$ cat config.mk
export PLATFORM = sky130hd
export DESIGN_NAME = pe_sequencer
export DESIGN_NICKNAME = d
export VERILOG_FILES = /design/src/rtl/mlp_pkg.sv /design/src/rtl/pe_bank_loader.sv /design/src/rtl/pe_sequencer.sv
export SDC_FILE = /design/constraint.sdc
export NUM_CORES = 1
export LEC_CHECK = 0
export BUFFER_PORTS_ARGS = -buffer_cell sky130_fd_sc_hd__buf_2
export CAP_MARGIN = 25
export CORE_AREA = 3 3 137 139
export CTS_BUF_LIST = sky130_fd_sc_hd__clkbuf_2 sky130_fd_sc_hd__clkbuf_4 sky130_fd_sc_hd__clkbuf_8
export DETAILED_ROUTE_END_ITERATION = 8
export DIE_AREA = 0 0 140 142
export PLACE_DENSITY = 0.53
export SLEW_MARGIN = 20
export SYNTH_ARGS = -nofsm -noshare
export SYNTH_HDL_FRONTEND = slang
export SYNTH_SLANG_ARGS = --single-unit
export TNS_END_PERCENT = 20
$ cat constraint.sdc
create_clock -name clk -period 2.53 [get_ports clk]
set_clock_uncertainty 0.15 [all_clocks]
set_input_delay 0.1265 -clock clk [delete_from_list [all_inputs] [get_ports clk]]
set_output_delay 0.1265 -clock clk [all_outputs]
set_load 0.03 [all_outputs]
$ cat src/rtl/mlp_pkg.sv
// Shared types and defaults for the PE sequencer slice.
//   comp_state_e : compute-side FSM states
//   bank_t       : index of one of the two PE SRAM banks
//   bank_onehot  : bank index -> per-bank strobe vector
package mlp_pkg;

  localparam int unsigned DefaultWeightBit  = 32;
  localparam int unsigned DefaultNumAddress = 512;

  typedef logic bank_t;

  typedef enum logic [1:0] {
    C_IDLE,
    C_CLEAR,
    C_MAC,
    C_CAPTURE
  } comp_state_e;

  function automatic logic [1:0] bank_onehot(bank_t b);
    return b ? 2'b10 : 2'b01;
  endfunction

endpackage

$ cat src/rtl/pe_bank_loader.sv
// Weight load side of the PE sequencer: streams FAN_IN weight beats into the
// current load bank, then marks that bank full and flips to the other one.
//   clk_i, rst_ni   : clock, asynchronous active-low reset
//   w_valid_i       : weight beat offered
//   full_i          : per-bank full flags (owned by the top)
//   w_ready_o       : beat accepted this cycle when w_valid_i is high
//   lb_o            : bank currently being loaded
//   write_enable_o  : per-bank write strobe (one-hot or zero)
//   load_addr_o     : write address inside the load bank
//   full_set_o      : one-cycle pulse, per bank, on the FAN_IN-th write
module pe_bank_loader
  import mlp_pkg::*;
#(
  parameter int unsigned AW     = 9,
  parameter int unsigned FAN_IN = 16
) (
  input  logic          clk_i,
  input  logic          rst_ni,
  input  logic          w_valid_i,
  input  logic [1:0]    full_i,
  output logic          w_ready_o,
  output logic          lb_o,
  output logic [1:0]    write_enable_o,
  output logic [AW-1:0] load_addr_o,
  output logic [1:0]    full_set_o
);

  localparam logic [AW-1:0] LastIdx = AW'(FAN_IN - 1);

  bank_t         lb_q, lb_d;
  logic [AW-1:0] cnt_q, cnt_d;
  logic          fire;
  logic          last;

  always_comb begin
    // Gating with the reset keeps w_ready low while the block is held in reset.
    w_ready_o      = rst_ni & ~full_i[lb_q];
    fire           = w_valid_i & w_ready_o;
    last           = (cnt_q == LastIdx);
    write_enable_o = fire ? bank_onehot(lb_q) : 2'b00;
    load_addr_o    = cnt_q;
    full_set_o     = (fire && last) ? bank_onehot(lb_q) : 2'b00;
    lb_o           = lb_q;

    cnt_d = cnt_q;
    lb_d  = lb_q;
    if (fire) begin
      if (last) begin
        cnt_d = '0;
        lb_d  = ~lb_q;
      end else begin
        cnt_d = cnt_q + AW'(1);
      end
    end
  end

  always_ff @(posedge clk_i or negedge rst_ni) begin
    if (!rst_ni) begin
      lb_q  <= 1'b0;
      cnt_q <= '0;
    end else begin
      lb_q  <= lb_d;
      cnt_q <= cnt_d;
    end
  end

endmodule

$ cat src/rtl/pe_sequencer.sv
// Double-buffered sequencer for one PE: weights stream into one SRAM bank
// while the other bank is read out against incoming activations. Each full
// bank produces one neuron result on the r_* handshake.
//   clk, reset        : clock, asynchronous active-low reset
//   w_valid/ready/data: weight beats (FAN_IN per neuron)
//   x_valid/ready/data: activation beats (FAN_IN per neuron)
//   pe_*              : bank select, strobes, addresses and data to the PE
//   pe_out            : PE accumulator result
//   r_valid/ready/data: captured neuron result
module pe_sequencer
  import mlp_pkg::*;
#(
  parameter int unsigned WEIGHT_BIT  = DefaultWeightBit,
  parameter int unsigned NUM_ADDRESS = DefaultNumAddress,
  parameter int unsigned FAN_IN      = 16,
  localparam int unsigned AW         = $clog2(NUM_ADDRESS)
) (
  input  logic                  clk,
  input  logic                  reset,
  input  logic                  w_valid,
  output logic                  w_ready,
  input  logic [WEIGHT_BIT-1:0] w_data,
  input  logic                  x_valid,
  output logic                  x_ready,
  input  logic [WEIGHT_BIT-1:0] x_data,
  output logic                  pe_demux_select,
  output logic                  pe_mux_select,
  output logic [1:0]            pe_write_enable,
  output logic                  pe_read_enable,
  output logic [AW-1:0]         pe_address0,
  output logic [AW-1:0]         pe_address1,
  output logic [WEIGHT_BIT-1:0] pe_weight,
  output logic [WEIGHT_BIT-1:0] pe_input_data,
  output logic                  pe_reset,
  input  logic [WEIGHT_BIT-1:0] pe_out,
  output logic                  r_valid,
  input  logic                  r_ready,
  output logic [WEIGHT_BIT-1:0] r_data
);

  localparam logic [AW-1:0] LastIdx = AW'(FAN_IN - 1);

  comp_state_e           state_q, state_d;
  bank_t                 cb_q, cb_d;
  logic [1:0]            full_q, full_d;
  logic [1:0]            full_set, full_clr;
  logic [AW-1:0]         x_cnt_q, x_cnt_d;
  logic [AW-1:0]         x_idx_q, x_idx_d;
  logic                  r_valid_q, r_valid_d;
  logic [WEIGHT_BIT-1:0] r_data_q, r_data_d;
  logic [AW-1:0]         addr0_q, addr1_q;
  logic [AW-1:0]         load_addr;
  logic [AW-1:0]         rd_addr;
  logic                  lb;

  pe_bank_loader #(
    .AW     (AW),
    .FAN_IN (FAN_IN)
  ) u_loader (
    .clk_i          (clk),
    .rst_ni         (reset),
    .w_valid_i      (w_valid),
    .full_i         (full_q),
    .w_ready_o      (w_ready),
    .lb_o           (lb),
    .write_enable_o (pe_write_enable),
    .load_addr_o    (load_addr),
    .full_set_o     (full_set)
  );

  assign pe_demux_select = lb;
  assign pe_weight       = w_data;
  assign pe_mux_select   = cb_q;
  assign r_valid         = r_valid_q;
  assign r_data          = r_data_q;

  // Compute FSM: next state and outputs.
  always_comb begin
    state_d        = state_q;
    cb_d           = cb_q;
    x_cnt_d        = x_cnt_q;
    x_idx_d        = x_idx_q;
    r_valid_d      = r_valid_q;
    r_data_d       = r_data_q;
    full_clr       = 2'b00;
    x_ready        = 1'b0;
    pe_reset       = ~reset;
    pe_input_data  = '0;
    pe_read_enable = 1'b0;
    rd_addr        = x_idx_q;

    if (r_valid_q && r_ready) begin
      r_valid_d = 1'b0;
    end

    unique case (state_q)
      C_IDLE: begin
        if (full_q[cb_q] && !r_valid_q) begin
          state_d = C_CLEAR;
        end
      end
      C_CLEAR: begin
        pe_reset = 1'b1;
        x_cnt_d  = '0;
        x_idx_d  = '0;
        state_d  = C_MAC;
      end
      C_MAC: begin
        x_ready        = 1'b1;
        pe_read_enable = 1'b1;
        // Idle cycles feed zero so the accumulator is unaffected by bubbles.
        if (x_valid) begin
          pe_input_data = x_data;
          rd_addr       = x_cnt_q;
          x_idx_d       = x_cnt_q;
          if (x_cnt_q == LastIdx) begin
            x_cnt_d = '0;
            state_d = C_CAPTURE;
          end else begin
            x_cnt_d = x_cnt_q + AW'(1);
          end
        end
      end
      C_CAPTURE: begin
        pe_read_enable = 1'b1;
        r_data_d       = pe_out;
        r_valid_d      = 1'b1;
        full_clr       = bank_onehot(cb_q);
        cb_d           = ~cb_q;
        state_d        = C_IDLE;
      end
      default: state_d = C_IDLE;
    endcase

    // Set and clear always target different banks, so both apply together.
    full_d = (full_q & ~full_clr) | full_set;
  end

  // Address ports: writer or reader of that bank drives it, otherwise hold.
  always_comb begin
    pe_address0 = addr0_q;
    pe_address1 = addr1_q;
    if (pe_write_enable[0]) begin
      pe_address0 = load_addr;
    end else if (pe_read_enable && (cb_q == 1'b0)) begin
      pe_address0 = rd_addr;
    end
    if (pe_write_enable[1]) begin
      pe_address1 = load_addr;
    end else if (pe_read_enable && (cb_q == 1'b1)) begin
      pe_address1 = rd_addr;
    end
  end

  always_ff @(posedge clk or negedge reset) begin
    if (!reset) begin
      state_q   <= C_IDLE;
      cb_q      <= 1'b0;
      full_q    <= 2'b00;
      x_cnt_q   <= '0;
      x_idx_q   <= '0;
      r_valid_q <= 1'b0;
      r_data_q  <= '0;
      addr0_q   <= '0;
      addr1_q   <= '0;
    end else begin
      state_q   <= state_d;
      cb_q      <= cb_d;
      full_q    <= full_d;
      x_cnt_q   <= x_cnt_d;
      x_idx_q   <= x_idx_d;
      r_valid_q <= r_valid_d;
      r_data_q  <= r_data_d;
      addr0_q   <= pe_address0;
      addr1_q   <= pe_address1;
    end
  end

endmodule
== After elaboration in Yosys (flattened, before gate mapping) ==
Index checks and enable logic that the tools add are counted.

* Equality and inequality tests: 8
* Multiplexer cells: 31
* $lt $le $gt $ge: 2
* Bitwise gates (word level): 9
* Add/subtract/negate cells: 2
* Reduce and logical (&&, ||, !) cells: 13

{| class="wikitable"
|+ Operators by type and width
! operator !! count
|-
| two-way mux 9 bit || 9
|-
| two-way mux 32 bit || 2
|-
| case mux 9 bit (2 select lines) || 2
|-
| adder 9 x 1 -> 9 bit, second input constant || 2
|-
| == test 9 x 4 -> 1 bit, second input constant || 2
|-
| two-way mux 2 bit || 8
|-
| two-way mux 1 bit || 9
|-
| case mux 2 bit (4 select lines) || 1
|-
| inequality test 2 bit, second input constant || 3
|-
| logical AND 1 bit || 5
|-
| == test 2 bit, second input constant || 2
|-
| < comparator 1 x 2 -> 1 bit, second input constant || 2
|-
| inverter 1 bit || 4
|-
| AND reduction 2 bit || 2
|-
| nonzero test 2 bit || 2
|-
| AND reduction 3 bit || 1
|-
| AND 1 bit || 2
|-
| AND 2 bit || 1
|-
| == test 2 x 1 -> 1 bit, second input constant || 1
|-
| logical NOT 2 bit || 1
|-
| inverter 2 bit || 1
|-
| OR 2 bit || 1
|-
| OR reduction 2 bit || 1
|-
| logical NOT 1 bit || 1
|}

* Word-level logic and storage cells: 76
* Output and inout bits: 123
* Input bits: 101
* Flip-flop bits (word level): 84

== Depth between registers and ports, before layout ==
* Depth after elaboration: 8
* Depth in mapped cells: 8
* Gate-level depth less buffers: 6

== Cells and area by module ==
From an unflattened synthesis, not the netlist that was laid out.

* Cells, all modules: 420
* Area total of the unflattened synthesis: 4385.5 sq um

{| class="wikitable"
|+ Modules (own cells, without submodules)
! module !! seq. area each (sq um) !! instances !! cells each !! area each (sq um)
|-
| pe_sequencer || 1851.8 || 1 || 372 || 3861.2
|-
| pe_bank_loader || 250.2 || 1 || 48 || 524.3
|}

== Worst setup path before layout ==
OpenSTA, ideal clock, no wires.

* Kind: register to register
* From: register state_q[0]
* To: register addr0_q[5]
* Buffers on the path: 2
* Stages on the path, launching flop included: 8
* Period minus slack after synthesis: 2.241 ns
* Slack: 0.289 ns
* Required time: 2.223 ns
* Data arrival time: 1.934 ns
* Setup time: 0.157 ns
* Cells stage by stage: dfrtp_1 > inv_1 > ha_1 > buf_2 > o21bai_2 > clkbuf_1 > o21ai_0 > mux2_2

* Cells in the longest elaborated chain, start to end: 6
* Elaborated cells between the ends (all ways): 8
* Classes of those cells: 2 x eq/ne; 4 x mux; 2 x reduce/logical

{| class="wikitable"
|+ RTL lines
! element !! RTL line !! text
|-
| start, declared || pe_sequencer.sv:43 || <nowiki>comp_state_e state_q, state_d;</nowiki>
|-
| start signal, assigned || pe_sequencer.sv:167 || <nowiki>state_q <= state_d;</nowiki>
|-
| == test 2 bit || pe_sequencer.sv:96 || <nowiki>unique case (state_q)</nowiki>
|-
| OR reduction 2 bit (no source line) || n/a ||
|-
| two-way mux 1 bit || pe_sequencer.sv:96 ||
|-
| logical AND 1 bit || pe_sequencer.sv:145 || <nowiki>end else if (pe_read_enable && (cb_q == 1'b0)) begin</nowiki>
|-
| two-way mux 9 bit * || pe_sequencer.sv:145 ||
|-
| two-way mux 9 bit * || pe_sequencer.sv:143 || <nowiki>if (pe_write_enable[0]) begin</nowiki>
|-
| named net pe_address0[5] || pe_sequencer.sv:30 || <nowiki>output logic [AW-1:0] pe_address0,</nowiki>
|-
| end signal, assigned || pe_sequencer.sv:174 || <nowiki>addr0_q <= pe_address0;</nowiki>
|-
| end, declared || pe_sequencer.sv:51 || <nowiki>logic [AW-1:0] addr0_q, addr1_q;</nowiki>
|}

Mark *: on every way through the listed nets, which the timed path passes. The rest lies on a longest branch.
A chain may end at the register's enable or synchronous reset.

== Final worst setup path ==
* From: register u_loader.lb_q, in the netlist u_loader.lb_o
* To: output port pe_address1[0]

* Cells in the longest elaborated chain, start to end: 7
* Elaborated cells between the ends (all ways): 8
* Classes of those cells: 5 x mux; 3 x bitwise

{| class="wikitable"
|+ RTL lines
! element !! RTL line !! text
|-
| start, declared || pe_bank_loader.sv:30 || <nowiki>bank_t lb_q, lb_d;</nowiki>
|-
| start signal, assigned || pe_bank_loader.sv:62 || <nowiki>lb_q <= lb_d;</nowiki>
|-
| two-way mux 1 bit (not written as such) (2 in series) || pe_bank_loader.sv:37 || <nowiki>w_ready_o = rst_ni & ~full_i[lb_q];</nowiki>
|-
| inverter 1 bit || pe_bank_loader.sv:37 ||
|-
| AND 1 bit || pe_bank_loader.sv:37 ||
|-
| AND 1 bit || pe_bank_loader.sv:38 || <nowiki>fire = w_valid_i & w_ready_o;</nowiki>
|-
| two-way mux 2 bit * || pe_bank_loader.sv:40 || <nowiki>write_enable_o = fire ? bank_onehot(lb_q) : 2'b00;</nowiki>
|-
| two-way mux 9 bit * || pe_sequencer.sv:148 || <nowiki>if (pe_write_enable[1]) begin</nowiki>
|-
| end, declared || pe_sequencer.sv:31 || <nowiki>output logic [AW-1:0] pe_address1,</nowiki>
|}

Mark *: on every way between the ends. The rest lies on a longest branch, timed or not. The select of a mux whose other input is x is not followed.

==> metrics.cfg <==
[place]
post-dp-hpwl_um=9140
place_inst=760
globalplace.congestion=0.814
io_buffers=159

[drt]
drc=0
drt-initial-drc-count=127
avgViaCountPerCell=4.51
wl_per_cell_um=15.6
vias=3650
wl_um=12600
ant_nets=0
drt_first_pass_iters=4

[synth]
muxShareOfSynthArea_pct=17.2
synthFlopType=dfrtp_1
yosys.area_share.adder_pct=1.99
yosysWarnings=0
synth-simple-area-share_pct=14.5
ys_seq_elements=84
syn_inst=416
avgSynthCellArea_sq_um=10.6
seq_area_frac_synth_pct=47.7
async_reset_ff_share_pct=100
synth_compound_area_share_pct=7.32
synth_fp_nets=524
synth_top_family_by_area=multiplexers
synth-edff-count=0
syn-cell-area_sq_um=4410
synth-xor-area-share_pct=2.18
yosysUniqueCellTypes=43

[outcome]
status=finished, final reports clean

[critical_path]
critPathArrivalTime_ns=2.18
critPathLaunchType=register
cp.required_ns=2.25
crit_chain=mux2i_4, and3_4, and2_4, mux2_2, buf_2
critPathCaptureType=output pin
critPathKind=register to output pin
crit_path_top_delay_cell=dfrtp_2
path_max_fanout=10
max_stage_delay_ns=0.46

[power]
total_leakage_power_nw=3.12
totalPowerFinal_mw=2.81
p_per_area_nw_per_um2=481
peakVddDrop_mv=0.315

[sta]
slew_viol_final=0
max_freq_mhz=408
setup_violations=0
worst_slew_pin_slew_ns=0.592
period_minus_slack_ns=2.45
slew_headroom_pct=60.5
fin_crit_sh_pct=96.9
hold_viol=0
grt_setup_unrepaired=no
setup_tns_ns=0
whs_ns=0.0291

[clock_tree]
clock-sinks=84
insertion_delay_ns=0.37
ctsHtreeMaxLevel=3
clock_path_buffers=2
tritoncts=done
root_buffer=clkbuf_8
clkTransAtPathRegs_ns=0.09
cts_buffers=9

[layout]
fin_nets=685
area_growth_pct=32.3
final_util_pct=32.8
diodes=0
drive_gt1_share_pct=45.4
final_cell_count_no_fill=810

[die]
dieArea_sq_um=19900
io_pins=224
die_w_um=140
start_util_pct=24.8
core_sq_um=17800
die-height_um=142
num_rows=49

[run]
drv_cap=0

[grt]
grt_pass1_wl_um=20200
grt_antenna_before_repair=0
grt-ovfl-total=0
grt_max_degree=71
grt_pass1_vias=3935
grt_usage_pct=12.7

[worst_hold_path]
hp-class=input port to async pin

## stage by stage
stage / setup slack [ns] / cell area (sq um)
finish: 0.0777 / 5840
global route: 0.0101 / 5840
CTS: 0.00398 / 5780
detailed placement: 0.176 / 5240
global placement: 0.309 / 5240
floorplan: 0.289 / 4410
## cell usage after synthesis (2+ instances only)
library cell / n / area (sq um)
and3_1: 34 / 213
o21ai_0: 38 / 190
nor2_1: 12 / 45.0
clkbuf_1: 13 / 48.8
nor4_1: 2 / 12.5
mux2i_1: 13 / 130
a22o_2: 2 / 20.0
nor2_2: 2 / 12.5
ha_1: 7 / 87.6
dfrtp_1: 84 / 2100
xor2_1: 7 / 61.3
buf_4: 33 / 248
buf_2: 7 / 35.0
mux2_2: 56 / 631
a31oi_1: 3 / 18.8
nand4_1: 4 / 25.0
buf_1: 2 / 7.51
and2_1: 2 / 12.5
xnor2_1: 4 / 35.0
inv_1: 14 / 52.6
nand2_1: 38 / 143
nor3_1: 2 / 10.0
nand3_1: 16 / 80.1
a22o_1: 2 / 17.5
## kinds of logic (layout without fill, tap and decap cells)
group,after synthesis,count (layout)
and+or+nand+nor,121,121
DFF,84,84
buffers and inverters,70,235
muxes,69,69
AOI/OAI and AO/OA,54,54
xor gates and xnor gates,11,11
adders and majority gates,7,7
## what timing repair did
item                                    in CTS  in global routing
hold endpoints to repair                    47                  0
endpoints found under the setup margin      18                 18
buffers inserted                             0                  0
gates resized for setup                      6                  8
pin swaps                                    1                  0
hold buffers                                34                  0
## layer usage
| metal | vias up | routed length (um) | track usage, % |
|---|---|---|---|
| met5 | - | 0 | 0 |
| met4 | 0 | 275 | 5.10 |
| met3 | 18 | 774 | 3.23 |
| met2 | 137 | 6410 | 23.0 |
| met1 | 1772 | 5160 | 14.3 |
| li1 | 1723 | - | - |
## sequential cells by signal, summed over array words and instances (netlist names)
signal,flops
state_q,2
full_q,2
r_data,32
pe_mux_select,1
addr0_q,9
r_valid,1
x_cnt_q,9
u_loader.lb_o,1
u_loader.load_addr_o,9
x_idx_q,9
addr1_q,9
## power breakdown
| group | total (mW) | switching (mW) | internal (mW) | leakage [nW] |
|---|---|---|---|---|
| Combinational | 0.420 | 0.231 | 0.188 | 2.00 |
| Sequential | 1.48 | 0.0779 | 1.41 | 1.05 |
| Clock | 0.904 | 0.524 | 0.379 | 0.0766 |
## placed cells by master, fill, tap and decap left out, drive strengths merged, types with 2 or more instances in the layout
cell type | Yosys | routed
a21boi | 2 | 2
a22o | 4 | 4
a31oi | 3 | 3
and2 | 3 | 3
and3 | 35 | 35
buf | 43 | 171
clkbuf | 13 | 11
clkinvlp | 0 | 4
dfrtp | 84 | 84
dlygate4sd3 | 0 | 34
ha | 7 | 7
inv | 14 | 14
mux2 | 56 | 56
mux2i | 13 | 13
nand2 | 39 | 39
nand3 | 17 | 17
nand4 | 4 | 4
nor2 | 14 | 14
nor3 | 3 | 3
nor4 | 2 | 2
o21ai | 39 | 39
xnor2 | 4 | 4
xor2 | 7 | 7
## cell type report
type,instances,area [sq um]
clock buffers,10,138
clock inverters,5,38.8
fillers,1816,11900
inverters,14,52.6
multi-input cells,262,1970
flip-flops and latches,84,2100
well taps,229,287
repair buffers,206,1250
## worst max-delay path: cells and delay by family (launching register included)
family,cells,cell delay [ns]
buffers and inverters,1,0.18
muxes,2,0.67
DFF,1,0.46
and+or+nand+nor,2,0.50
## worst paths after layout
| kind | startpoint | endpoint | slack (ns) | cells after the start |
|---|---|---|---|---|
| max | u_loader.lb_o | pe_address1[0] | 0.08 | 5 |
| min | reset | u_loader.lb_o | 0.03 | 2 |
| max reg2reg | x_cnt_q[1] | state_q[1] | 0.45 | 5 |
| min reg2reg | r_data[11] | r_data[11] | 0.36 | 1 |
| max in group asynchronous | reset | x_cnt_q[2] | 1.22 | 4 |
| min in group clk | w_valid | u_loader.lb_o | 0.07 | 4 |
No activity file was read; power rests on OpenSTA's default activity.
